`config.mk`:
```
export PLATFORM = sky130hd
export DESIGN_NAME = fust_s_table
export DESIGN_NICKNAME = d
export VERILOG_FILES = /design/src/rtl/fust_s_table.sv
export SDC_FILE = /design/constraint.sdc
export NUM_CORES = 1
export LEC_CHECK = 0
export ABC_AREA = 1
export ABC_CLOCK_PERIOD_IN_PS = 1870
export CORE_MARGIN = 2
export CORE_UTILIZATION = 40
export DETAILED_ROUTE_END_ITERATION = 6
export PLACE_DENSITY = 0.72
export SETUP_SLACK_MARGIN = 0.02
export SYNTH_ARGS = -nofsm -noshare
export SYNTH_HDL_FRONTEND = slang
export SYNTH_SLANG_ARGS = --single-unit
export TNS_END_PERCENT = 5
```
`constraint.sdc`:
```
create_clock -name CLK -period 1.87 [get_ports CLK]
set_input_delay 0.187 -clock CLK [delete_from_list [all_inputs] [get_ports CLK]]
set_output_delay 0.187 -clock CLK [all_outputs]
set_load 0.02 [all_outputs]
```
`src/rtl/fust_s_table.sv`:
```
// fust_s_table -- scalar functional-unit status table.
//
// Holds one entry per scalar FU. Dispatch writes a row plus two source tags
// into a FREE entry. The entry waits for its tags to be cleared by writeback
// broadcasts, requests issue, and returns to FREE when its FU reports done.
//
// Ports:
//   CLK, nRST           clock (rising edge), asynchronous active-low reset
//   disp_en/fu/row/t1/t2 dispatch write: enable, target entry, payload, tags
//   wb_valid, wb_tag    writeback broadcast (tag 0 is ignored)
//   flush               squash WAIT/READY entries
//   iss_ready[i]        execute unit i accepts this cycle's issue request
//   fu_done[i]          execute unit i finished the issued op
//   iss_valid[i]        entry i is READY and requesting issue
//   row_o/t1_o/t2_o     stored per-entry contents
//   state_o             per-entry state (FREE=0 WAIT=1 READY=2 ISSUED=3)
//   busy_o              entry is not FREE
//   disp_reject         registered; last cycle's dispatch was refused

module fust_s_entry #(
  parameter int TAG_W = 2,
  parameter int ROW_W = 32
) (
  input  logic             clk_i,
  input  logic             rst_ni,
  input  logic             alloc_i,
  input  logic [TAG_W-1:0] t1_i,
  input  logic [TAG_W-1:0] t2_i,
  input  logic [ROW_W-1:0] row_i,
  input  logic             wb_valid_i,
  input  logic [TAG_W-1:0] wb_tag_i,
  input  logic             flush_i,
  input  logic             iss_ready_i,
  input  logic             fu_done_i,
  output logic [1:0]       state_o,
  output logic [ROW_W-1:0] row_o,
  output logic [TAG_W-1:0] t1_o,
  output logic [TAG_W-1:0] t2_o
);
  typedef enum logic [1:0] {
    FREE   = 2'd0,
    WAIT   = 2'd1,
    READY  = 2'd2,
    ISSUED = 2'd3
  } st_e;

  st_e              state_q, state_d;
  logic [TAG_W-1:0] t1_q, t1_d, t2_q, t2_d;
  logic [ROW_W-1:0] row_q, row_d;
  logic             wb_hit;
  logic [TAG_W-1:0] t1_clr, t2_clr;

  always_comb begin
    wb_hit  = wb_valid_i && (wb_tag_i != '0);
    // Stored tags after this cycle's wakeup; used for both the next-state
    // tag value and the WAIT->READY decision.
    t1_clr  = (wb_hit && t1_q == wb_tag_i) ? '0 : t1_q;
    t2_clr  = (wb_hit && t2_q == wb_tag_i) ? '0 : t2_q;
    state_d = state_q;
    t1_d    = t1_clr;
    t2_d    = t2_clr;
    row_d   = row_q;
    unique case (state_q)
      FREE: begin
        if (alloc_i) begin
          row_d   = row_i;
          t1_d    = t1_i;
          t2_d    = t2_i;
          state_d = (t1_i == '0 && t2_i == '0) ? READY : WAIT;
        end
      end
      WAIT: begin
        if (flush_i) begin
          state_d = FREE;
          t1_d    = '0;
          t2_d    = '0;
        end else if (t1_clr == '0 && t2_clr == '0) begin
          state_d = READY;
        end
      end
      READY: begin
        // An accepted issue is already in flight, so it beats flush.
        if (iss_ready_i) begin
          state_d = ISSUED;
        end else if (flush_i) begin
          state_d = FREE;
          t1_d    = '0;
          t2_d    = '0;
        end
      end
      ISSUED: begin
        if (fu_done_i) state_d = FREE;
      end
      default: state_d = FREE;
    endcase
  end

  always_ff @(posedge clk_i or negedge rst_ni) begin
    if (!rst_ni) begin
      state_q <= FREE;
      t1_q    <= '0;
      t2_q    <= '0;
      row_q   <= '0;
    end else begin
      state_q <= state_d;
      t1_q    <= t1_d;
      t2_q    <= t2_d;
      row_q   <= row_d;
    end
  end

  assign state_o = state_q;
  assign row_o   = row_q;
  assign t1_o    = t1_q;
  assign t2_o    = t2_q;
endmodule

module fust_s_table #(
  parameter int NUM_FU = 3,
  parameter int TAG_W  = 2,
  parameter int ROW_W  = 32,
  localparam int FU_W  = (NUM_FU > 1) ? $clog2(NUM_FU) : 1
) (
  input  logic                           CLK,
  input  logic                           nRST,
  input  logic                           disp_en,
  input  logic [FU_W-1:0]                disp_fu,
  input  logic [ROW_W-1:0]               disp_row,
  input  logic [TAG_W-1:0]               disp_t1,
  input  logic [TAG_W-1:0]               disp_t2,
  input  logic                           wb_valid,
  input  logic [TAG_W-1:0]               wb_tag,
  input  logic                           flush,
  input  logic [NUM_FU-1:0]              iss_ready,
  input  logic [NUM_FU-1:0]              fu_done,
  output logic [NUM_FU-1:0]              iss_valid,
  output logic [NUM_FU-1:0][ROW_W-1:0]   row_o,
  output logic [NUM_FU-1:0][TAG_W-1:0]   t1_o,
  output logic [NUM_FU-1:0][TAG_W-1:0]   t2_o,
  output logic [NUM_FU-1:0][1:0]         state_o,
  output logic [NUM_FU-1:0]              busy_o,
  output logic                           disp_reject
);
  logic             wb_hit;
  logic [TAG_W-1:0] t1_eff, t2_eff;
  logic [NUM_FU-1:0] alloc;
  logic             reject_d, reject_q;

  // Same-cycle bypass: a tag being written back right now is already ready.
  assign wb_hit = wb_valid && (wb_tag != '0);
  assign t1_eff = (wb_hit && disp_t1 == wb_tag) ? '0 : disp_t1;
  assign t2_eff = (wb_hit && disp_t2 == wb_tag) ? '0 : disp_t2;

  // Allocation decoded per entry so an out-of-range index matches nothing
  // and simply falls through to a reject. An entry finishing this cycle is
  // still ISSUED here, so a colliding dispatch is refused.
  always_comb begin
    alloc = '0;
    for (int i = 0; i < NUM_FU; i++)
      alloc[i] = disp_en && !flush && (disp_fu == FU_W'(i)) && !busy_o[i];
    reject_d = disp_en && !flush && (alloc == '0);
  end

  always_ff @(posedge CLK or negedge nRST) begin
    if (!nRST) reject_q <= 1'b0;
    else       reject_q <= reject_d;
  end
  assign disp_reject = reject_q;

  for (genvar g = 0; g < NUM_FU; g++) begin : g_ent
    fust_s_entry #(.TAG_W(TAG_W), .ROW_W(ROW_W)) u_ent (
      .clk_i       (CLK),
      .rst_ni      (nRST),
      .alloc_i     (alloc[g]),
      .t1_i        (t1_eff),
      .t2_i        (t2_eff),
      .row_i       (disp_row),
      .wb_valid_i  (wb_valid),
      .wb_tag_i    (wb_tag),
      .flush_i     (flush),
      .iss_ready_i (iss_ready[g]),
      .fu_done_i   (fu_done[g]),
      .state_o     (state_o[g]),
      .row_o       (row_o[g]),
      .t1_o        (t1_o[g]),
      .t2_o        (t2_o[g])
    );
    assign iss_valid[g] = (state_o[g] == 2'd2);
    assign busy_o[g]    = (state_o[g] != 2'd0);
  end
endmodule

```
# After elaboration in Yosys (flattened, before gate mapping)
# Index checks and enable logic that the tools add are counted.
# op_classes
eq_ne	31
n_mux	52
reduce_logical	48
# op_table
cell	n
2-to-1 mux 2 bit	43
case mux 2 bit (3 select lines)	6
logical NOT 2 bit	12
case mux 2 bit (4 select lines)	3
logical AND 1 bit	21
equality test 2 bit	8
equality test 2 bit (second input constant)	7
AND reduction 4 bit	3
!= test 3 x 2 -> 1 bit (second input constant)	3
!= test 3 bit (second input constant)	3
equality test 2 x 1 -> 1 bit (second input constant)	4
nonzero test 2 bit	4
!= test 2 x 1 -> 1 bit (second input constant)	3
!= test 2 bit (second input constant)	3
AND reduction 2 bit	3
logical NOT 1 bit	4
logical NOT 3 bit	1
# totals
ff_bits	115
inputBits	51
output_inout_bits	121
elab_cells	144

# Longest topological paths before layout
# Gate-level depths: netlist of run 1.
# logic_depth
ltp_word	9
ltp_mapped	11
ltp_nobuf	10

# Cells and area by module
# From an unflattened synthesis of run 1, not the netlist that was laid out.
# unflattened
cells_unflattened	461
area_unflattened_um2	5606.6
# modules_own_cells
module	instances	cells_per_inst	area_each_um2	seq_area_each_um2
fust_s_entry	3	137	1789.2	950.9
fust_s_table	1	50	239.0	25.0

# Worst setup path before layout of run 1
# Ideal clock, no wire load.
# synth_path
path_kind	reg2reg
startpoint	register g_ent[1].u_ent.state_q[0]
endpoint	register g_ent[1].u_ent.row_q[23]
setup_time_ns	0.131
t_arrival_ns	1.418
required_ns	1.739
setup_slack_ns	0.321
stages_incl_launch_ff	9
n_path_buf	2
period_less_slack_ns	1.549
cell_sequence	dfrtp_1 -> nor2_2 -> inv_1 -> nor2_2 -> inv_2 -> buf_6 -> buf_2 -> nand2_1 -> o21ai_0
# synth_between
elab_chain_len	4
word_cells_on_any_way	5
cone_classes	reduce/logical: 5
# synth_rtl
element	line_no	rtl
start, declared	47	st_e state_q, state_d;
start signal, assigned	105	state_q <= state_d;
nonzero test 2 bit	189	assign busy_o[g] = (state_o[g] != 2'd0);
named net busy_o[1]	141	output logic [NUM_FU-1:0] busy_o,
logical NOT 1 bit	160	alloc[i] = disp_en && !flush && (disp_fu == FU_W'(i)) && !busy_o[i];
logical AND 1 bit	160	
AND reduction 2 bit (no line)	--	
end signal, assigned	108	row_q <= row_d;
end, declared	49	logic [ROW_W-1:0] row_q, row_d;
# The timed path passes the listed nets, and every way through them passes these cells.
# A chain may end at the register's enable or synchronous reset.

# Final worst setup path of run 1
# layout_path
startpoint	register g_ent[0].u_ent.state_q[0]
endpoint	output state_o[0] (netlist name)
# layout_lines
element	line_no	rtl
start, declared	47	
start signal, assigned	105	
end, declared	140	output logic [NUM_FU-1:0][1:0] state_o,
# No word-level cell between the ends.

==> results.json, run 1 <==
{
  "drc": 0,
  "grt_pass1_vias": 4554,
  "post_drt_via_cell_ratio": 4.743,
  "cpPeakStageDelay_ns": 0.65,
  "synth_seq_cells": 115,
  "firstDrtPassIters": 5,
  "grt_setup_unrepaired": "false",
  "crit_arrival_ns": 1.53,
  "crit_start": "g_ent[0].u_ent.state_o[0]",
  "gp_congestion": 0.9444,
  "io_pins": 172,
  "fp-row-count": 41,
  "path_class": "reg -> out",
  "drive_above_1_share_pct": 9.444,
  "syn_nets": 627,
  "antenna_found_initial": 0,
  "synth.distinct_cells": 26,
  "final_cells": 945,
  "cp-endpoint": "state_o[0]",
  "num-nets-final": 811,
  "vdd_drop_max_uv": 953.8,
  "worstSkewPairLatency_ns": 0.41,
  "reg2reg_depth": 7,
  "cp_num_buf_inv": 1,
  "antenna_left": 0,
  "crit_chain": "clkdlybuf4s50_1",
  "overflow": 0,
  "hold_viol": 0,
  "setup_slack_ns": 0.1575,
  "cap_violations": 0,
  "yosysWarnings": 0,
  "cts-root-buf": "clkbuf_16",
  "synthCells": 576,
  "port_buffers": 171,
  "dp_hpwl_microns": 9741,
  "hold_class": "in -> async",
  "slew_headroom_pct": 73.05,
  "critPathRequiredTime_ns": 1.68,
  "areaGrowthSynthToFinish_pct": 51.17,
  "post-place-cells": 912,
  "cts_max_path_buffers": 2,
  "post-place-ws_ns": -0.005597,
  "setup_violations": 0,
  "power.total_mw": 13.57,
  "yosysSeqAreaShare_pct": 57.10,
  "status": "finished clean",
  "drt_iter0_markers": 318,
  "wirelength_microns": 13480,
  "crit_path_end_kind": "primary output",
  "grt_pass1_wl_microns": 21950,
  "die_x_microns": 116.2,
  "crit_slowest_cell": "clkdlybuf4s50_1",
  "design_area_sq_um": 7619,
  "cp-start-kind": "register",
  "core_area_sq_um": 12470,
  "p_leak_nw": 3.629,
  "fin_skew_ns": 0.01281,
  "path_clk_slew_ns": 0.06,
  "hold-worst-slack_ns": 0.1440,
  "reg2reg_slack_ns": 0.34,
  "placed_area_sq_um": 7024,
  "start_util_pct": 40.43,
  "cts_sinks": 115,
  "r2r_start": "g_ent[0].u_ent.state_o[0]",
  "die-area_sq_um": 13510,
  "synth.avg_cell_area_sq_um": 8.750,
  "p_per_area_nw_per_um2": 1781,
  "grt_usage_pct": 20.84,
  "fmax_mhz": 583.9,
  "path_depth": 1,
  "drv_slew": 0,
  "timing.final.crit_share_pct": 91.58,
  "cp_max_fo": 5,
  "numCtsBuffers": 17,
  "antennaDiodeCount": 0,
  "period_needed_ns": 1.713,
  "htreeDepth": 4,
  "crit_family": "buffers and inverters",
  "die_y_microns": 116.2,
  "num_vias": 4482,
  "finalSetupTns_ns": 0,
  "worst_pin_slew_ns": 0.4025,
  "netlist_area_sq_um": 5040,
  "utilization_pct": 61.12,
  "r2r_end": "g_ent[0].u_ent.row_o[12]",
  "wl_per_cell_microns": 14.27,
  "cts_tree": "built",
  "grt_max_degree": 69
}
[cell usage after synthesis (all sizes together)]
| cell type | n | area share [%] |
|---|---|---|
| a21oi | 15 | 1.6 |
| a31oi | 2 | 0.25 |
| buf | 16 | 2.7 |
| clkbuf | 8 | 0.60 |
| dfrtp | 115 | 57 |
| inv | 67 | 5.0 |
| nand2 | 182 | 14 |
| nand3 | 19 | 2.2 |
| nor2 | 22 | 2.8 |
| nor3 | 1 | 0.099 |
| o211ai | 3 | 0.45 |
| o21ai | 108 | 11 |
| o22ai | 7 | 0.87 |
| or2 | 1 | 0.12 |
| xnor2 | 10 | 1.7 |
[sequential cells by signal (all words and copies together), names as in the netlist]
register	count
disp_reject	1
g_ent.u_ent.row_o	96
g_ent.u_ent.state_o	6
g_ent.u_ent.t1_o	6
g_ent.u_ent.t2_o	6
[how the worst min path moves through the flow]
stage,start,to,slack (ns),cells past startpoint
floorplan,nRST,disp_reject,-0.11,0
global placement,nRST,g_ent[1].u_ent.state_o[1],0.01,1
detailed placement,nRST,g_ent[1].u_ent.state_o[0],0.02,1
CTS,nRST,g_ent[1].u_ent.state_o[0],0.12,2
global route,nRST,g_ent[1].u_ent.state_o[0],0.16,2
finish,nRST,g_ent[1].u_ent.state_o[0],0.14,2
[area by class of cell]
type                            count  area, sq um
Sequential cell                   115         2878
Tap cell                          172        215.2
Clock inverter                     12        130.1
Inverter                           67        251.5
Multi-Input combinational cell    370         1748
Timing Repair Buffer              189         1939
Fill cell                        1066         4847
Clock buffer                       20        456.7
[power breakdown]
group	internal, mW	switching [mW]
Combinational	2.78	3.29
Clock	2.03	1.14
Sequential	3.61	0.726
[layout by cell type, fill, tap and decap left out]
| cell | n |
|---|---|
| clkbuf_16 | 17 |
| or2_2 | 1 |
| nor2_4 | 5 |
| xnor2_1 | 10 |
| a21oi_2 | 2 |
| dlygate4sd3_1 | 1 |
| o21ai_2 | 2 |
| a31oi_1 | 2 |
| buf_4 | 10 |
| nand2_2 | 1 |
| clkdlybuf4s50_1 | 164 |
| nand3_2 | 3 |
| clkinv_2 | 3 |
| clkbuf_1 | 1 |
| nand3_1 | 16 |
| buf_12 | 8 |
| inv_1 | 61 |
| a21oi_1 | 13 |
| o211ai_1 | 3 |
| nor2_1 | 13 |
| clkinvlp_4 | 5 |
| bufinv_16 | 2 |
| nor2_8 | 1 |
| nor3_1 | 1 |
| dlygate4sd2_1 | 6 |
| o21ai_1 | 29 |
| o22ai_1 | 7 |
| nand2_1 | 181 |
| inv_6 | 2 |
| inv_2 | 6 |
| o21ai_0 | 77 |
| clkbuf_8 | 2 |
| dfrtp_1 | 115 |
| nor2_2 | 3 |
[layer usage]
layer	part of all wire (%)	wire length, microns	up-vias	global-route usage [%]
met2	48	6420	141	32.79
met3	9.1	1225	16	8.874
met1	42	5610	2128	25.54
met4	1.7	226	0	8.095
met5	0	0	-	0
li1	-	-	2197	-
[worst register-to-register path, stage by stage (launching register included)]
cell     delay [ns]
dfrtp_1        0.46
nor2_4         0.22
inv_2          0.08
nor2_4         0.16
inv_2          0.07
buf_4          0.22
nand2_1        0.11
o21ai_0        0.08
[logic make-up after synthesis]
group           after synthesis  share of synthesized area (%)
flops                       115                          57.10
compound gates              135                          14.08
xor+xnor                     10                          1.738
simple gates                225                          18.77
buf+inv                      91                          8.317
[what timing repair did]
item | in CTS | in global routing
endpoints found under the setup margin | 6 | 0
hold buffers | 1 | 0
endpoints found under the hold margin | 115 | 0
setup buffers | 0 | 0
resized for setup | 7 | 0
(Power assumes the default switching activity.)
==> inputs of run 2 (changes only) <==
CORE_UTILIZATION = 35   (was 40)
PLACE_DENSITY = unset   (was 0.72)
==> run 2 against run 1 <==
  * Combinational power rose by 2%
  * First-iteration DRC count down 12%
  * Register-to-register slack about the same
  * Critical path type unchanged
  * Clock skew is 0.0076 ns lower
  * Setup slack got worse by 0.11 ns
  * Die area rose by 14%
  * Clock power decreased by 10%
  * Highest routed layer unchanged
==> results.json, run 2 (synthesis results as in run 1) <==
{
  "wl_per_cell_microns": 15.08,
  "cp_max_fo": 5,
  "largest_reg_flops": 96,
  "antennaDiodeCount": 0,
  "timing.final.crit_share_pct": 97.25,
  "drv_slew": 0,
  "grt_pass1_wl_microns": 22830,
  "cts_max_path_buffers": 2,
  "core_area_sq_um": 13990,
  "drt_iter0_markers": 280,
  "layout_common_cells": "nand2_1 (181), clkdlybuf4s50_1 (165), dfrtp_1 (114)",
  "wirelength_microns": 14430,
  "grt_usage_pct": 19.67,
  "slew_headroom_pct": 53.86,
  "post-place-cells": 920,
  "cts_sinks": 115,
  "fp-row-count": 43,
  "io_pins": 172,
  "grt_setup_unrepaired": "true",
  "fin_skew_ns": 0.005237,
  "crit_path_end_kind": "primary output",
  "r2r_start": "g_ent[1].u_ent.state_o[0]",
  "post_drt_via_cell_ratio": 4.652,
  "overflow": 0,
  "met2RoutedLength_microns": 6559,
  "setup_violations": 0,
  "worst_pin_slew_ns": 0.6920,
  "drive_above_1_share_pct": 9.910,
  "path_class": "reg -> out",
  "numCtsBuffers": 17,
  "areaGrowthSynthToFinish_pct": 49.85,
  "num_vias": 4452,
  "cap_violations": 0,
  "gp_congestion": 0.8540,
  "crit_arrival_ns": 1.63,
  "wl_met1_microns": 6155,
  "start_util_pct": 36.03,
  "final_cells": 957,
  "cp-start-kind": "register",
  "antenna_left": 0,
  "die_x_microns": 124,
  "status": "finished clean",
  "final_common_cell": "nand2_1",
  "grt_pass1_vias": 4468,
  "p_per_area_nw_per_um2": 1771,
  "fmax_mhz": 549.9,
  "reg2reg_depth": 7,
  "hold-worst-slack_ns": 0.3515,
  "hold_viol": 0,
  "path_clk_slew_ns": 0.05,
  "firstDrtPassIters": 4,
  "routed-wl-met3_microns": 1527,
  "hold_class": "in -> async",
  "cts_tree": "built",
  "vdd_drop_max_uv": 846.7,
  "critPathRequiredTime_ns": 1.68,
  "drc": 0,
  "period_needed_ns": 1.819,
  "power.total_mw": 13.38,
  "die_y_microns": 124,
  "dp_hpwl_microns": 10020,
  "port_buffers": 171,
  "worstSkewPairLatency_ns": 0.41,
  "cts-root-buf": "clkbuf_16",
  "htreeDepth": 4,
  "grt_max_degree": 116,
  "die-area_sq_um": 15380,
  "r2r_end": "g_ent[1].u_ent.row_o[25]",
  "highest_layer": "met4",
  "num-nets-final": 816,
  "antenna_found_initial": 0,
  "p_leak_nw": 3.614,
  "reg2reg_slack_ns": 0.35
}
[run 2: changes by cell type in the layout (fill, tap and decap cells not counted), sizes merged, moves of 2 or more]
cell and delta:
inv -2, bufinv -2, buf +5, clkinv +4, dlygate4sd2 -2, clkinvlp -2
[run 2: worst max path at each step]
stage                              start                  endpoint  slack, ns
4_1_cts        g_ent[0].u_ent.state_o[0]                 busy_o[0]      -0.06
3_3_place_gp                       flush    g_ent[2].u_ent.t2_o[1]       0.01
5_1_grt        g_ent[0].u_ent.state_o[0]                 busy_o[0]      0.002
2_1_floorplan  g_ent[1].u_ent.state_o[0]  g_ent[1].u_ent.row_o[23]       0.32
3_5_place_dp                       flush    g_ent[2].u_ent.t2_o[1]      0.002
6_report       g_ent[0].u_ent.state_o[0]                 busy_o[0]       0.05
[run 2: final cells by class]
class,instances,area (sq um)
fillers,1311,6436
flip-flops and latches,115,2879
repair buffers,194,1932
multi-input cells,370,1743
clock buffers,21,460.4
inverters,67,251.5
well taps,180,225.2
clock inverters,10,61.31
[run 2: power breakdown]
part	total, mW	internal, mW	switching [mW]	leakage (nW)
logic	6.17	2.87	3.30	1.89
clock network	2.85	1.74	1.11	0.254
registers	4.36	3.61	0.751	1.46
total	13.4	8.21	5.16	3.61
[run 2: timing repair]
action                                  in CTS  in global routing
endpoints found under the hold margin      115                  0
pin swaps                                    1                  1
endpoints found under the setup margin       5                  3
hold buffers                                 1                  0
gates resized for setup                      4                  2
buffers inserted                             0                  5
[run 2: worst max-delay path, cell delays in order (launching register included)]
cell and delay [ns]:
dfrtp_2 0.45, nor2_4 0.17, inv_2 0.07, clkdlybuf4s50_1 0.53
[run 2: metal layers]
metal	global-route usage, %	vias up
met5	0	-
met4	7.303	0
met3	10.21	15
met2	29.70	152
met1	23.99	2067
li1	-	2218
[run 2: through the flow]
step	utilization (%)	setup WS [ns]	setup TNS, ns	area, sq um
2_1_floorplan	-	0.3212	0	5040
3_3_place_gp	49.93	0.01290	0	6984
3_5_place_dp	49.93	0.001773	0	6984
4_1_cts	53.69	-0.06103	-0.06103	7511
5_1_grt	53.99	0.002247	0	7552
6_report	53.99	0.05145	0	7552
==> inputs of run 3 (changes only) <==
CORE_UTILIZATION = 40   (was 35)
PLACE_DENSITY = 0.72   (was unset)
==> results of run 3 <==
No change in the layout: final DEF, timing and power equal those of run 1.
